**src/rtl/rt_block_commit_pkg.sv**
```systemverilog
// Shared constants for the block-write commit path: FSM encoding and data-word layout.
// Latency: n/a (constants only).
// Backpressure: n/a.
package rt_block_commit_pkg;

    // Collect FSM encoding
    localparam logic [0:0] ST_IDLE    = 1'b0;
    localparam logic [0:0] ST_COLLECT = 1'b1;

    // Staged data word layout
    localparam int DAC_VALID_BIT = 31;
    localparam int AMP_MASK_BIT  = 29;
    localparam int AMP_VAL_BIT   = 28;

    // Register-map offset of the per-channel DAC/amp control word (shared map constant)
    localparam logic [3:0] OFF_DAC_CTRL = 4'h0;

    // Full address that, with both strobes high, carries a power-control quadlet
    localparam logic [7:0] ADDR_QUADLET = 8'h00;

endpackage

```
**src/rtl/rt_dac_drain.sv**
```systemverilog
// Drains committed DAC setpoints one channel at a time, lowest pending index first.
// Latency: dac_req rises the cycle after a commit; one idle cycle between requests.
// Backpressure: dac_chan/dac_data held until dac_ack; later commits only update pending state.
module rt_dac_drain #(
    parameter int NUM_MOTORS = 4,
    parameter int CW         = 2
) (
    input  logic                        clk,
    input  logic                        reset,
    input  logic [NUM_MOTORS-1:0]       upd_mask,
    input  logic [NUM_MOTORS-1:0][15:0] upd_data,
    input  logic                        dac_ack,
    output logic                        dac_req,
    output logic [2:0]                  dac_chan,
    output logic [15:0]                 dac_data,
    output logic                        pending_any
);

    logic [NUM_MOTORS-1:0]       pending;
    logic [NUM_MOTORS-1:0]       merged;
    logic [NUM_MOTORS-1:0]       cur_onehot;
    logic [NUM_MOTORS-1:0]       ack_clr;
    logic [NUM_MOTORS-1:0][15:0] dac_buf;
    logic [CW-1:0]               cur;
    logic [CW-1:0]               sel_idx;
    logic                        sel_vld;
    logic                        stale;
    logic                        keep_cur;

    // Lowest-index pending channel, counting a commit landing this cycle
    always_comb begin
        merged  = pending | upd_mask;
        sel_vld = 1'b0;
        sel_idx = '0;
        for (int i = NUM_MOTORS - 1; i >= 0; i--) begin
            if (merged[i]) begin
                sel_vld = 1'b1;
                sel_idx = CW'(i);
            end
        end
    end

    // Pending bit of the channel in flight is kept if a newer value arrived during the transfer
    always_comb begin
        cur_onehot      = '0;
        cur_onehot[cur] = 1'b1;
    end

    assign keep_cur = stale | upd_mask[cur];
    assign ack_clr  = cur_onehot & {NUM_MOTORS{~keep_cur}};

    // Pending bitmap, value buffer and req/ack handshake
    always_ff @(posedge clk) begin
        if (reset) begin
            pending <= '0;
            dac_buf <= '0;
            dac_req <= 1'b0;
            cur     <= '0;
            dac_data <= '0;
            stale   <= 1'b0;
        end else begin
            for (int i = 0; i < NUM_MOTORS; i++) begin
                if (upd_mask[i]) begin
                    dac_buf[i] <= upd_data[i];
                end
            end
            if (dac_req) begin
                if (dac_ack) begin
                    dac_req <= 1'b0;
                    stale   <= 1'b0;
                    pending <= (pending & ~ack_clr) | upd_mask;
                end else begin
                    pending <= pending | upd_mask;
                    if (upd_mask[cur]) begin
                        stale <= 1'b1;
                    end
                end
            end else begin
                // dac_ack while idle is ignored
                pending <= pending | upd_mask;
                if (sel_vld) begin
                    dac_req  <= 1'b1;
                    cur      <= sel_idx;
                    dac_data <= upd_mask[sel_idx] ? upd_data[sel_idx] : dac_buf[sel_idx];
                end
            end
        end
    end

    assign dac_chan    = 3'(cur);
    assign pending_any = |pending;

endmodule

```
**src/rtl/rt_block_commit.sv**
```systemverilog
// Stages per-channel DAC/amp words during a block write and commits them atomically.
// Latency: amp/ctrl pulses and first dac_req one cycle after the commit/quadlet strobe.
// Backpressure: DAC drain waits on dac_ack; block writes are never stalled.
module rt_block_commit
    import rt_block_commit_pkg::*;
#(
    parameter int NUM_MOTORS  = 4,   // 4 or 8
    parameter int TIMEOUT_CYC = 255
) (
    input  logic                  clk,
    input  logic                  reset,
    input  logic                  bw_write_en,
    input  logic                  bw_reg_wen,
    input  logic                  bw_block_wen,
    input  logic                  bw_block_wstart,
    input  logic [7:0]            bw_reg_waddr,
    input  logic [31:0]           bw_reg_wdata,
    output logic                  dac_req,
    output logic [2:0]            dac_chan,
    output logic [15:0]           dac_data,
    input  logic                  dac_ack,
    output logic                  amp_en_wen,
    output logic [NUM_MOTORS-1:0] amp_en_mask,
    output logic [NUM_MOTORS-1:0] amp_en_val,
    output logic                  ctrl_wen,
    output logic [31:0]           ctrl_wdata,
    input  logic                  err_clr,
    output logic                  commit_err,
    output logic                  busy
);

    localparam int         CW     = (NUM_MOTORS > 4) ? 3 : 2;
    localparam int         TW     = $clog2(TIMEOUT_CYC + 1);
    localparam logic [3:0] MAX_CH = 4'(NUM_MOTORS);

    logic [0:0]                  st;
    logic [TW-1:0]               timer;
    logic [NUM_MOTORS-1:0]       stg_dac_vld;
    logic [NUM_MOTORS-1:0]       stg_amp_mask;
    logic [NUM_MOTORS-1:0]       stg_amp_val;
    logic [NUM_MOTORS-1:0][15:0] stg_dac;
    logic [3:0]                  wr_ch;
    logic [CW-1:0]               wr_slot;
    logic                        ch_ok;
    logic                        in_collect;
    logic                        start;
    logic                        stg_wr;
    logic                        commit;
    logic                        timeout;
    logic                        quadlet;
    logic [NUM_MOTORS-1:0]       upd_mask;
    logic                        drain_pending;
    logic                        bus_unused;

    // Strobes are only ever raised inside a bus write, so the bus-active qualifier adds nothing
    assign bus_unused = bw_write_en;

    assign wr_ch      = bw_reg_waddr[7:4];
    assign wr_slot    = CW'(wr_ch - 4'd1);
    assign ch_ok      = (wr_ch != 4'd0) && (wr_ch <= MAX_CH);
    assign in_collect = (st == ST_COLLECT);
    assign start      = (st == ST_IDLE) && bw_block_wstart;
    assign stg_wr     = in_collect && bw_reg_wen && !bw_block_wen
                        && (bw_reg_waddr[3:0] == OFF_DAC_CTRL) && ch_ok;
    assign commit     = in_collect && bw_block_wen && !bw_reg_wen;
    assign timeout    = in_collect && !commit && (timer == TW'(TIMEOUT_CYC - 1));
    assign quadlet    = bw_reg_wen && bw_block_wen && (bw_reg_waddr == ADDR_QUADLET);
    assign upd_mask   = commit ? stg_dac_vld : '0;

    // Collect FSM and its watchdog timer
    always_ff @(posedge clk) begin
        if (reset) begin
            st    <= ST_IDLE;
            timer <= '0;
        end else begin
            case (st)
                ST_IDLE: begin
                    if (bw_block_wstart) begin
                        st    <= ST_COLLECT;
                        timer <= '0;
                    end
                end
                default: begin
                    if (commit || timeout) begin
                        st <= ST_IDLE;
                    end else begin
                        timer <= timer + TW'(1);
                    end
                end
            endcase
        end
    end

    // Staging registers: cleared at block start, commit and timeout; last write per channel wins
    always_ff @(posedge clk) begin
        if (reset) begin
            stg_dac_vld  <= '0;
            stg_amp_mask <= '0;
            stg_amp_val  <= '0;
            stg_dac      <= '0;
        end else if (start || commit || timeout) begin
            stg_dac_vld  <= '0;
            stg_amp_mask <= '0;
            stg_amp_val  <= '0;
        end else if (stg_wr) begin
            stg_dac_vld[wr_slot]  <= bw_reg_wdata[DAC_VALID_BIT];
            stg_amp_mask[wr_slot] <= bw_reg_wdata[AMP_MASK_BIT];
            stg_amp_val[wr_slot]  <= bw_reg_wdata[AMP_VAL_BIT];
            stg_dac[wr_slot]      <= bw_reg_wdata[15:0];
        end
    end

    // Amp-enable update pulse, only when the committed block touched some amp
    always_ff @(posedge clk) begin
        if (reset) begin
            amp_en_wen  <= 1'b0;
            amp_en_mask <= '0;
            amp_en_val  <= '0;
        end else begin
            amp_en_wen <= commit && (|stg_amp_mask);
            if (commit && (|stg_amp_mask)) begin
                amp_en_mask <= stg_amp_mask;
                amp_en_val  <= stg_amp_val & stg_amp_mask;
            end
        end
    end

    // Power-control quadlet pass-through, independent of the collect FSM
    always_ff @(posedge clk) begin
        if (reset) begin
            ctrl_wen   <= 1'b0;
            ctrl_wdata <= '0;
        end else begin
            ctrl_wen <= quadlet;
            if (quadlet) begin
                ctrl_wdata <= bw_reg_wdata;
            end
        end
    end

    // Sticky timeout flag; a new timeout outranks a simultaneous clear
    always_ff @(posedge clk) begin
        if (reset) begin
            commit_err <= 1'b0;
        end else if (timeout) begin
            commit_err <= 1'b1;
        end else if (err_clr) begin
            commit_err <= 1'b0;
        end
    end

    rt_dac_drain #(
        .NUM_MOTORS (NUM_MOTORS),
        .CW         (CW)
    ) u_drain (
        .clk         (clk),
        .reset       (reset),
        .upd_mask    (upd_mask),
        .upd_data    (stg_dac),
        .dac_ack     (dac_ack),
        .dac_req     (dac_req),
        .dac_chan    (dac_chan),
        .dac_data    (dac_data),
        .pending_any (drain_pending)
    );

    assign busy = in_collect || drain_pending;

endmodule

```
**config.mk**
```make
export PLATFORM = sky130hd
export DESIGN_NAME = rt_block_commit
export DESIGN_NICKNAME = d
export VERILOG_FILES = /design/src/rtl/rt_block_commit_pkg.sv /design/src/rtl/rt_dac_drain.sv /design/src/rtl/rt_block_commit.sv
export SDC_FILE = /design/constraint.sdc
export NUM_CORES = 1
export LEC_CHECK = 0
export CAP_MARGIN = 40
export CORE_ASPECT_RATIO = 0.9
export CORE_UTILIZATION = 50
export CTS_CLUSTER_SIZE = 16
export DETAILED_ROUTE_END_ITERATION = 7
export GPL_TIMING_DRIVEN = 0
export PLACE_DENSITY = 0.82
export SYNTH_ARGS = -nofsm -noshare
export SYNTH_HDL_FRONTEND = slang
export SYNTH_SLANG_ARGS = --single-unit
```
**constraint.sdc**
```tcl
create_clock -name clk -period 2.2 [get_ports clk]
set_input_delay 0.44 -clock clk [delete_from_list [all_inputs] [get_ports clk]]
set_output_delay 0.44 -clock clk [all_outputs]
set_load 0.05 [all_outputs]
```
; ---- Yosys cells after proc, flatten, opt, wreduce, memory -nomap -nowiden
; Cells that the tools add are included.
[word_totals]
output_inout_bits = 64
register_bits = 216
memories = 0
romBits = 0
ram_bits = 0
latchBits = 0
elab_cells = 123
input_bits = 48
[classes]
mux = 43
bitwise = 11
n_div = 0
n_eq_ne = 2
n_addsub = 2
reduce_logical = 35
shifts = 0
n_mul = 0
magnitude_cmp = 6
[op_table]
columns = cell, count
row1 = 16-bit binary-select mux with 2-bit select, 2
row2 = 64-bit bitwise mux, 1
row3 = 16-bit 2-to-1 mux, 4
row4 = 16-bit demux with 2-bit select, 1
row5 = 8-bit 2-to-1 mux, 3
row6 = 1-bit 2-to-1 mux, 18
row7 = 1-bit logical AND, 15
row8 = 4-bit AND, 3
row9 = 4-bit bitwise mux, 3
row10 = 4-bit 2-to-1 mux, 3
row11 = "2-bit by 3-bit less-than comparator with 1-bit output, second input constant", 3
row12 = "8-bit by 1-bit adder with 8-bit output, second input constant", 1
row13 = "8-bit equality test, second input constant", 1
row14 = 8-bit zero test, 1
row15 = 2-bit 2-to-1 mux, 4
row16 = 4-bit bitwise OR, 2
row17 = 2-bit AND reduction, 4
row18 = 4-bit OR reduction, 2
row19 = 2-bit nonzero test, 3
row20 = 1-bit binary-select mux with 2-bit select, 2
row21 = 1-bit demux with 2-bit select, 2
row22 = "2-bit by 1-bit >= comparator with 1-bit output, second input constant", 2
row23 = "4-bit by 3-bit less-or-equal comparator with 1-bit output, second input constant", 1
row24 = 4-bit zero test, 1
row25 = 9 further kinds, 17

; ---- Longest topological paths before layout
; Gate-level depths: netlist of run 1.
[logic_depth]
ltp_word = 13
mapped_depth = 10
mapped_depth_nobuf = 8

; ---- Modules after synthesis
; A second synthesis of run 1 with hierarchy kept.
[hier_totals]
hier_cells = 1045
hier_area_um2 = 9455.3
[by_module_without_submodules]
columns = mod, cells_per_inst, seq_area_each_um2, instances, area_per_inst_um2
row1 = rt_block_commit, 525, 2562.5, 1, 5118.7
row2 = rt_dac_drain, 520, 1761.7, 1, 4336.7

; ---- Worst setup path after synthesis of run 1
; No wires, ideal clock.
[synth_timing]
path_kind = register to register
startpoint = register u_drain.cur[0]
endpoint = register u_drain.pending[0]
arrival_ns = 2.089
setup_ns = 0.133
n_path_buf = 0
required_ns = 2.067
setup_slack_ns = -0.022
stages_incl_launch_ff = 6
synth_period_minus_slack_ns = 2.222
path_cell_list = dfxtp_1 mux4_2 and2_1 or3_1 o31ai_1 a21oi_1
[synth_via]
elab_chain_cells = 10
elab_cells_between_ends = 15
classes_between = order compare: 2 / mux: 6 / bitwise: 6 / reduce/logical: 1
[synth_rtl]
columns = item, line_no
row1 = "start, declared", rt_dac_drain.sv:24  ; logic [CW-1:0] cur;
row2 = "start signal, assigned", rt_dac_drain.sv:83  ; cur <= sel_idx;
row3 = 2-bit by 3-bit less-than comparator with 1-bit output (implied by the code) (tied with other cells), rt_dac_drain.sv:46  ; cur_onehot[cur] = 1'b1;
row4 = 1-bit logical AND (implied by the code) or 1-bit 2-to-1 mux (tied branches), "rt_dac_drain.sv:46, rt_dac_drain.sv:49"
row5 = 1-bit 2-to-1 mux (implied by the code) or 1-bit bitwise OR (tied branches), "rt_dac_drain.sv:46, rt_dac_drain.sv:49"
row6 = 1-bit demux with 2-bit select or 1-bit NOT (tied branches), --
row7 = 4-bit AND (*), rt_dac_drain.sv:50  ; assign ack_clr = cur_onehot & {NUM_MOTORS{~keep_cur}};
row8 = 4-bit NOT (*), rt_dac_drain.sv:71  ; pending <= (pending & ~ack_clr) | upd_mask;
row9 = 4-bit AND (*), rt_dac_drain.sv:71
row10 = 4-bit bitwise OR (*), rt_dac_drain.sv:71
row11 = 4-bit 2-to-1 mux (*), rt_dac_drain.sv:68  ; if (dac_ack) begin
row12 = 4-bit 2-to-1 mux (*), rt_dac_drain.sv:67  ; if (dac_req) begin
row13 = "end signal, assigned", rt_dac_drain.sv:71
row14 = "end signal, assigned", rt_dac_drain.sv:73  ; pending <= pending | upd_mask;
row15 = "end signal, assigned", rt_dac_drain.sv:80  ; pending <= pending | upd_mask;
row16 = "end, declared", rt_dac_drain.sv:19  ; logic [NUM_MOTORS-1:0] pending;
; Mark *: on every way between the ends. The rest lies on a longest branch, timed or not. The select of a mux whose other input is x is not followed.
; A chain may end at the register's enable or synchronous reset.

; ---- Worst setup path after layout of run 1
[layout_timing]
startpoint = register stg_dac_vld[3]
endpoint = register u_drain.dac_data[12]
[layout_via]
elab_chain_cells = 9
elab_cells_between_ends = 18
classes_between = mux: 16 / bitwise: 1 / reduce/logical: 1
[layout_rtl]
columns = item, line_no
row1 = "start, declared", rt_block_commit.sv:38  ; logic [NUM_MOTORS-1:0] stg_dac_vld;
row2 = "start signal, assigned by index", rt_block_commit.sv:106  ; stg_dac_vld[wr_slot] <= bw_reg_wdata[DAC_VALID_BIT];
row3 = 4-bit 2-to-1 mux (*), rt_block_commit.sv:68  ; assign upd_mask = commit ? stg_dac_vld : '0;
row4 = 4-bit bitwise OR, rt_dac_drain.sv:32  ; merged = pending | upd_mask;
row5 = 2-bit 2-to-1 mux (4 in series), rt_dac_drain.sv:36  ; if (merged[i]) begin
row6 = 16-bit binary-select mux with 2-bit select or 1-bit binary-select mux with 2-bit select (tied branches), rt_dac_drain.sv:84  ; dac_data <= upd_mask[sel_idx] ? upd_data[sel_idx] : dac_buf[sel_idx];
row7 = 16-bit 2-to-1 mux (implied by the code) or 1-bit 2-to-1 mux (tied branches), rt_dac_drain.sv:84
row8 = 16-bit 2-to-1 mux, rt_dac_drain.sv:84
row9 = "end signal, assigned", rt_dac_drain.sv:84
row10 = "end, declared", rt_dac_drain.sv:15  ; output logic [15:0] dac_data,
; Marked as above.

==> impl_metrics.yaml, run 1 <==
run_status:
  status: "finished, violations left"
  failed_checks: "negative setup slack"
yosys:
  syn_avg_cell_area_sq_um: 8.38
  async_flop_share_pct: 0
  syn_area_sq_um: 8890
  netlist_instances: 1061
  synth-seq-cells: 216
  yosysSeqAreaShare_pct: 48.6
  yosysWarnings: 0
  synth_flop_cell: "dfxtp_1"
  syn_nets: 1111
  synth_cell_types: 56
  synth_edf_count: 0
clocking:
  clkTransAtPathRegs_ns: 0.06
  root_buffer: "clkbuf_16"
  cts_tree: "built"
  holdBufCountCts: 0
  numCtsBuffers: 22
  h-tree-depth: 1
  cts.sinks: 216
  clk_path_buf_depth: 3
  worstSkewPairLatency_ns: 0.50
finish:
  multi_input_area_sq_um: 4390
  area_delta_synth_final_pct: 29.8
  fin_cells: 1463
  nets: 1262
  fillers: 1365
  drive_gt1_share_pct: 13.4
  regArea_sq_um: 4330
  antenna_cells: 0
setup_path:
  cp_max_fo: 8
  r2r-start: "stg_dac_vld[3]"
  cp-end-kind: "flop"
  endpoint: "u_drain.dac_data[12]"
  worstPathRequired_ns: 2.56
  r2r_cells: 9
  timing.rr.end: "u_drain.dac_data[12]"
  cp.arrival_ns: 2.65
  critPathLaunch: "stg_dac_vld[3]"
  worst-setup-path-type: "reg -> reg"
  rrSetupSlack_ns: -0.09
  critPathLaunchType: "flop"
timing:
  setup_viol: 17
  tightest_slew_ns: 0.787
  skew_ns: 0.0134
  final-hold-violation-count: 0
  max_slew_margin_pct: 47.5
  fmax_mhz: 437
  drv_slew: 0
  setup_slack_ns: -0.0875
  min_period_ns: 2.29
  post-route-period-util_pct: 104
  rsz0062_at_grt: "true"
route:
  viasPerCell: 5.54
  first_pass_iters: 5
  drt-total-wl_mm: 25.4
  avgRoutedWirePerCell_um: 17.3
  route.detailed.drc: 0
  drt_iter0_drc: 927
  vias: 8099
  ant_nets: 0
die:
  core_sq_um: 17100
  die_w_um: 143
  dieArea_sq_um: 18300
  rows: 45
  top_level_ports: 112
  die_height_um: 129
  start_util_pct: 51.9
global_route:
  grt_pass1_vias: 7514
  grt_pass1_wl_mm: 38.5
  overflow: 0
  grtUsageTotal_pct: 26.5
  antenna_found_initial: 0
  grt_max_degree: 15
pwr:
  finalPower_uw: 8170
  p_leak_uw: 0.00388
  peakVddDrop_v: 0.000559
  power.density_nw_per_um2: 707
job:
  cap_violations: 0
placed_design:
  routabilityCongestion: 0.862
  dp_hpwl_mm: 17.2
  dp.cells: 1404
  port-buffer-count: 107
min_path:
  hp-class: "in -> reg"
## Yosys cell counts, types with 3 or more instances
master     count  area share, %
or2_2          3           0.21
nor2b_1        3           0.21
a311oi_1      15            1.5
nor2_1        44            1.9
nand2b_1       5           0.35
or3_1          3           0.21
a21oi_1      180             10
nand2_1      344             15
o21ai_0        5           0.28
a31oi_1       19            1.3
buf_6          5           0.63
mux4_2        17            4.3
mux2i_1       29            3.3
nor3_1         3           0.17
nor2_2         5           0.35
a211oi_1       3           0.25
nand4b_1       4           0.39
inv_1          4           0.17
and3_1        18            1.3
dfxtp_1      216             49
nand3_1        5           0.28
o31ai_1        4           0.34
clkbuf_1      50            2.1
and4b_1        3           0.34
buf_4          3           0.25
buf_2         20            1.1
a2bb2oi_1     15            1.5
## worst max-delay path, stage by stage, from the launching register on
cell       delay, ns
dfxtp_2         0.37
and4b_1         0.24
buf_6           0.14
o211ai_1        0.18
a21boi_4        0.29
buf_4           0.18
clkbuf_16       0.14
mux4_2          0.32
a2bb2oi_2       0.18
a311oi_1        0.10
## layout make-up
cell class                 count  share of cell area, %
multi-input combinational    761                   38.1
buffer                        76                   3.92
tap                          235                   2.55
clock buffer                  33                   5.66
sequential                   216                   37.5
timing repair buffer         131                   11.2
clock inverter                 7                  0.975
inverter                       4                  0.130
## where the power goes
part	internal (uW)	switching (uW)	leakage [uW]
Sequential	3910	5.73	0.00174
Clock	2400	1540	0.000374
Combinational	111	192	0.00176
Total	6430	1740	0.00388
## through the flow
step                utilization, %  area [sq um]  setup WS [ns]  setup TNS (ns)  hold slack, ns
floorplan                        -          8890       0.000888               0           0.432
global placement              59.9         10300         -0.771          -71.71           0.437
detailed placement            60.0         10300         -0.858          -77.57           0.444
CTS                           65.5         11200       -0.00789         -0.0113           0.245
global route                  67.4         11500         -0.145           -2.15           0.274
finish                        67.4         11500        -0.0875          -0.857           0.257
## state kept, by name (all words and copies together) (netlist names), 4 cells and up
register and count:
u_drain.dac_data 16, amp_en_mask 4, u_drain.dac_buf 64, stg_dac 64, amp_en_val 4, ctrl_wdata 32, stg_amp_val 4, stg_amp_mask 4
u_drain.pending 4, stg_dac_vld 4, timer 8
## per-layer routing
| metal | track usage [%] | part of all wire [%] | vias to the layer above |
|---|---|---|---|
| met5 | 0 | 0 | - |
| met4 | 6.39 | 2.1 | 0 |
| met2 | 43.6 | 46 | 336 |
| li1 | - | - | 3934 |
| met3 | 4.88 | 8.3 | 63 |
| met1 | 36.2 | 44 | 3766 |
## worst min-delay path by stage
stage / end / slack, ns / cells past startpoint / start
after floorplan: u_drain.dac_buf[48] / 0.43 / 2 / u_drain.dac_buf[48]
after global placement: ctrl_wdata[7] / 0.44 / 2 / ctrl_wdata[7]
after detailed placement: u_drain.dac_buf[60] / 0.44 / 2 / u_drain.dac_buf[60]
after CTS: ctrl_wen / 0.24 / 3 / bw_block_wen
after global routing: ctrl_wen / 0.27 / 3 / bw_block_wen
final: ctrl_wen / 0.26 / 3 / bw_block_wen
## logic make-up (layout without fill, tap and decap cells)
family                   count (synthesis)  in the layout  share of synthesized area [%]
AO/OA/AOI/OAI                          251            251                           16.5
XOR/XNOR                                 2              2                          0.197
adder cells (fa/ha/maj)                  2              2                          0.281
buffers and inverters                   84            251                           4.56
flip-flops                             216            216                           48.6
multiplexers                            47             47                           7.70
other                                    1              1                         0.0422
AND/OR/NAND/NOR                        458            458                           22.1
## repair_timing
item | in CTS | in global routing
resized for setup | 38 | 62
endpoints found under the setup margin | 83 | 88
setup buffers | 5 | 14
cloned | 0 | 4
pin swaps | 4 | 25
## cell usage in the layout, fill, tap and decap left out, types with 4 or more instances in the layout
master,instances
nand2_1,341
dfxtp_1,211
a21oi_1,180
clkdlybuf4s50_1,103
clkbuf_1,43
nor2_1,42
mux2i_1,26
buf_4,25
clkbuf_16,25
a31oi_1,19
mux4_2,17
and3_1,15
a2bb2oi_2,15
a311oi_1,15
buf_2,13
buf_6,8
nor2_4,6
nand2b_1,5
clkbuf_4,5
o21ai_0,5
inv_1,4
nand3_1,4
clkbuf_2,4
nand4b_1,4
buf_8,4
o31ai_1,4
clkbuf_8,4
dfxtp_2,4
(Power assumes the default switching activity.)
==> inputs of run 2 (changes only) <==
- GPL_TIMING_DRIVEN: 0 -> unset
- SLEW_MARGIN: unset -> 20
==> run 2 against run 1 <==
Compared with the run above: the run now ends clean; die area stayed put; sequential power about the same; worst hold slack better by 0.11 ns.
==> impl_metrics.yaml, run 2 (synthesis gave the netlist of run 1 again) <==
finish:
  layout_common_cells: "344 x nand2_1, 214 x dfxtp_1, 180 x a21oi_1"
  drive_gt1_share_pct: 12.1
  antenna_cells: 0
  area_delta_synth_final_pct: 27.9
  nets: 1228
  final_common_cell: "nand2_1"
  reg_top3: "stg_dac x64, u_drain.dac_buf x64, ctrl_wdata x32"
  fillers: 1339
clocking:
  clkTransAtPathRegs_ns: 0.06
  numCtsBuffers: 23
  cts_tree: "built"
  worstSkewPairLatency_ns: 0.50
  clk_path_buf_depth: 3
  cts.sinks: 216
  postCtsSetupBuffers: 0
  h-tree-depth: 1
  root_buffer: "clkbuf_16"
setup_path:
  cp_max_fo: 12
  r2r-start: "stg_dac_vld[0]"
  worstPathRequired_ns: 2.56
  critPathLaunchType: "flop"
  cp.arrival_ns: 2.51
  critPathLaunch: "stg_dac_vld[0]"
  worst-setup-path-type: "reg -> reg"
  cp-end-kind: "flop"
timing:
  fmax_mhz: 464
  setup_viol: 0
  whs_ns: 0.366
  skew_ns: 0.0167
  final-hold-violation-count: 0
  drv_slew: 0
  min_period_ns: 2.15
  max_slew_margin_pct: 52.2
  setup_slack_ns: 0.0459
  rsz0062_at_grt: "false"
  tns_ns: 0
  tightest_slew_ns: 0.708
  post-route-period-util_pct: 97.9
route:
  first_pass_iters: 5
  avgRoutedWirePerCell_um: 16.9
  ant_nets: 0
  route.detailed.drc: 0
  vias: 8075
  drt-total-wl_mm: 24.0
  drt_iter0_drc: 858
  viasPerCell: 5.66
global_route:
  grt_pass1_vias: 7509
  grt_pass1_wl_mm: 38.8
  antenna_found_initial: 0
  grtUsageTotal_pct: 26.3
  grt_max_degree: 90
  overflow: 0
die:
  core_sq_um: 17100
  dieArea_sq_um: 18300
  start_util_pct: 51.9
  top_level_ports: 112
  die_height_um: 129
  die_w_um: 143
  rows: 45
placed_design:
  dp_worst_setup_slack_ns: -0.616
  port-buffer-count: 109
  dp_hpwl_mm: 16.2
  routabilityCongestion: 0.836
pwr:
  power.density_nw_per_um2: 713
  p_leak_uw: 0.00388
  peakVddDrop_v: 0.000635
  finalPower_uw: 8110
run_status:
  status: "finished clean"
min_path:
  min-delay-start: "reset"
  hp-class: "in -> reg"
job:
  cap_violations: 0
run 2: cell count changes in the layout (fill, tap and decap cells not counted), moves of 13 or more:
cell,delta
buf_12,+13
a2bb2oi_1,+13
buf_2,-13
clkbuf_1,-38
buf_4,+23
a2bb2oi_2,-13
run 2: area by class of cell:
type                       count  area (sq um)  share of cell area [%]
sequential                   216          4330                    38.1
multi-input combinational    761          4210                    37.0
timing repair buffer         172          1760                    15.5
clock buffer                  35           691                    6.08
tap                          235           294                    2.59
clock inverter                 3          68.8                   0.605
inverter                       4          15.0                   0.132
run 2: critical path, cell delays in order, from the launching register on:
cell	delay [ns]
dfxtp_1	0.38
and4b_2	0.30
nor2_2	0.14
a21boi_4	0.24
bufbuf_16	0.32
mux4_2	0.33
a2bb2oi_1	0.19
a311oi_1	0.10
run 2: per-layer routing:
| metal | GRT usage [%] | part of all wire [%] | routed length [um] |
|---|---|---|---|
| met4 | 7.27 | 2.0 | 472 |
| met5 | 0 | 0 | 0 |
| met2 | 41.0 | 45 | 10700 |
| met1 | 37.8 | 44 | 10700 |
| met3 | 4.32 | 9.0 | 2170 |
run 2: through the flow:
stage / instance area, sq um / util, % / instances
finish: 11400 / 66.4 / 1426
global route: 11400 / 66.4 / 1426
CTS: 11400 / 66.3 / 1426
detailed placement: 10500 / 61.6 / 1387
global placement: 10500 / 61.6 / 1387
floorplan: 8890 / - / 1061
run 2: power by group:
group / switching (uW) / internal (uW) / leakage, uW / total (uW)
clock: 1500 / 2380 / 0.000372 / 3880
sequential: 5.51 / 3920 / 0.00174 / 3920
combinational: 171 / 131 / 0.00176 / 302
total: 1680 / 6430 / 0.00388 / 8110
run 2: final timing paths:
path | to | cells after the start | slack, ns
hold reg to reg | ctrl_wdata[25] | 2 | 0.45
setup / recovery | u_drain.dac_data[4] | 7 | 0.05
hold / removal | in_collect | 2 | 0.37
setup reg to reg | u_drain.dac_data[4] | 7 | 0.05
run 2: what timing repair did:
action	CTS	global route
gates cloned	1	0
pin swaps	0	1
gates resized for setup	11	4
endpoints found under the setup margin	18	66
hold buffers	0	0
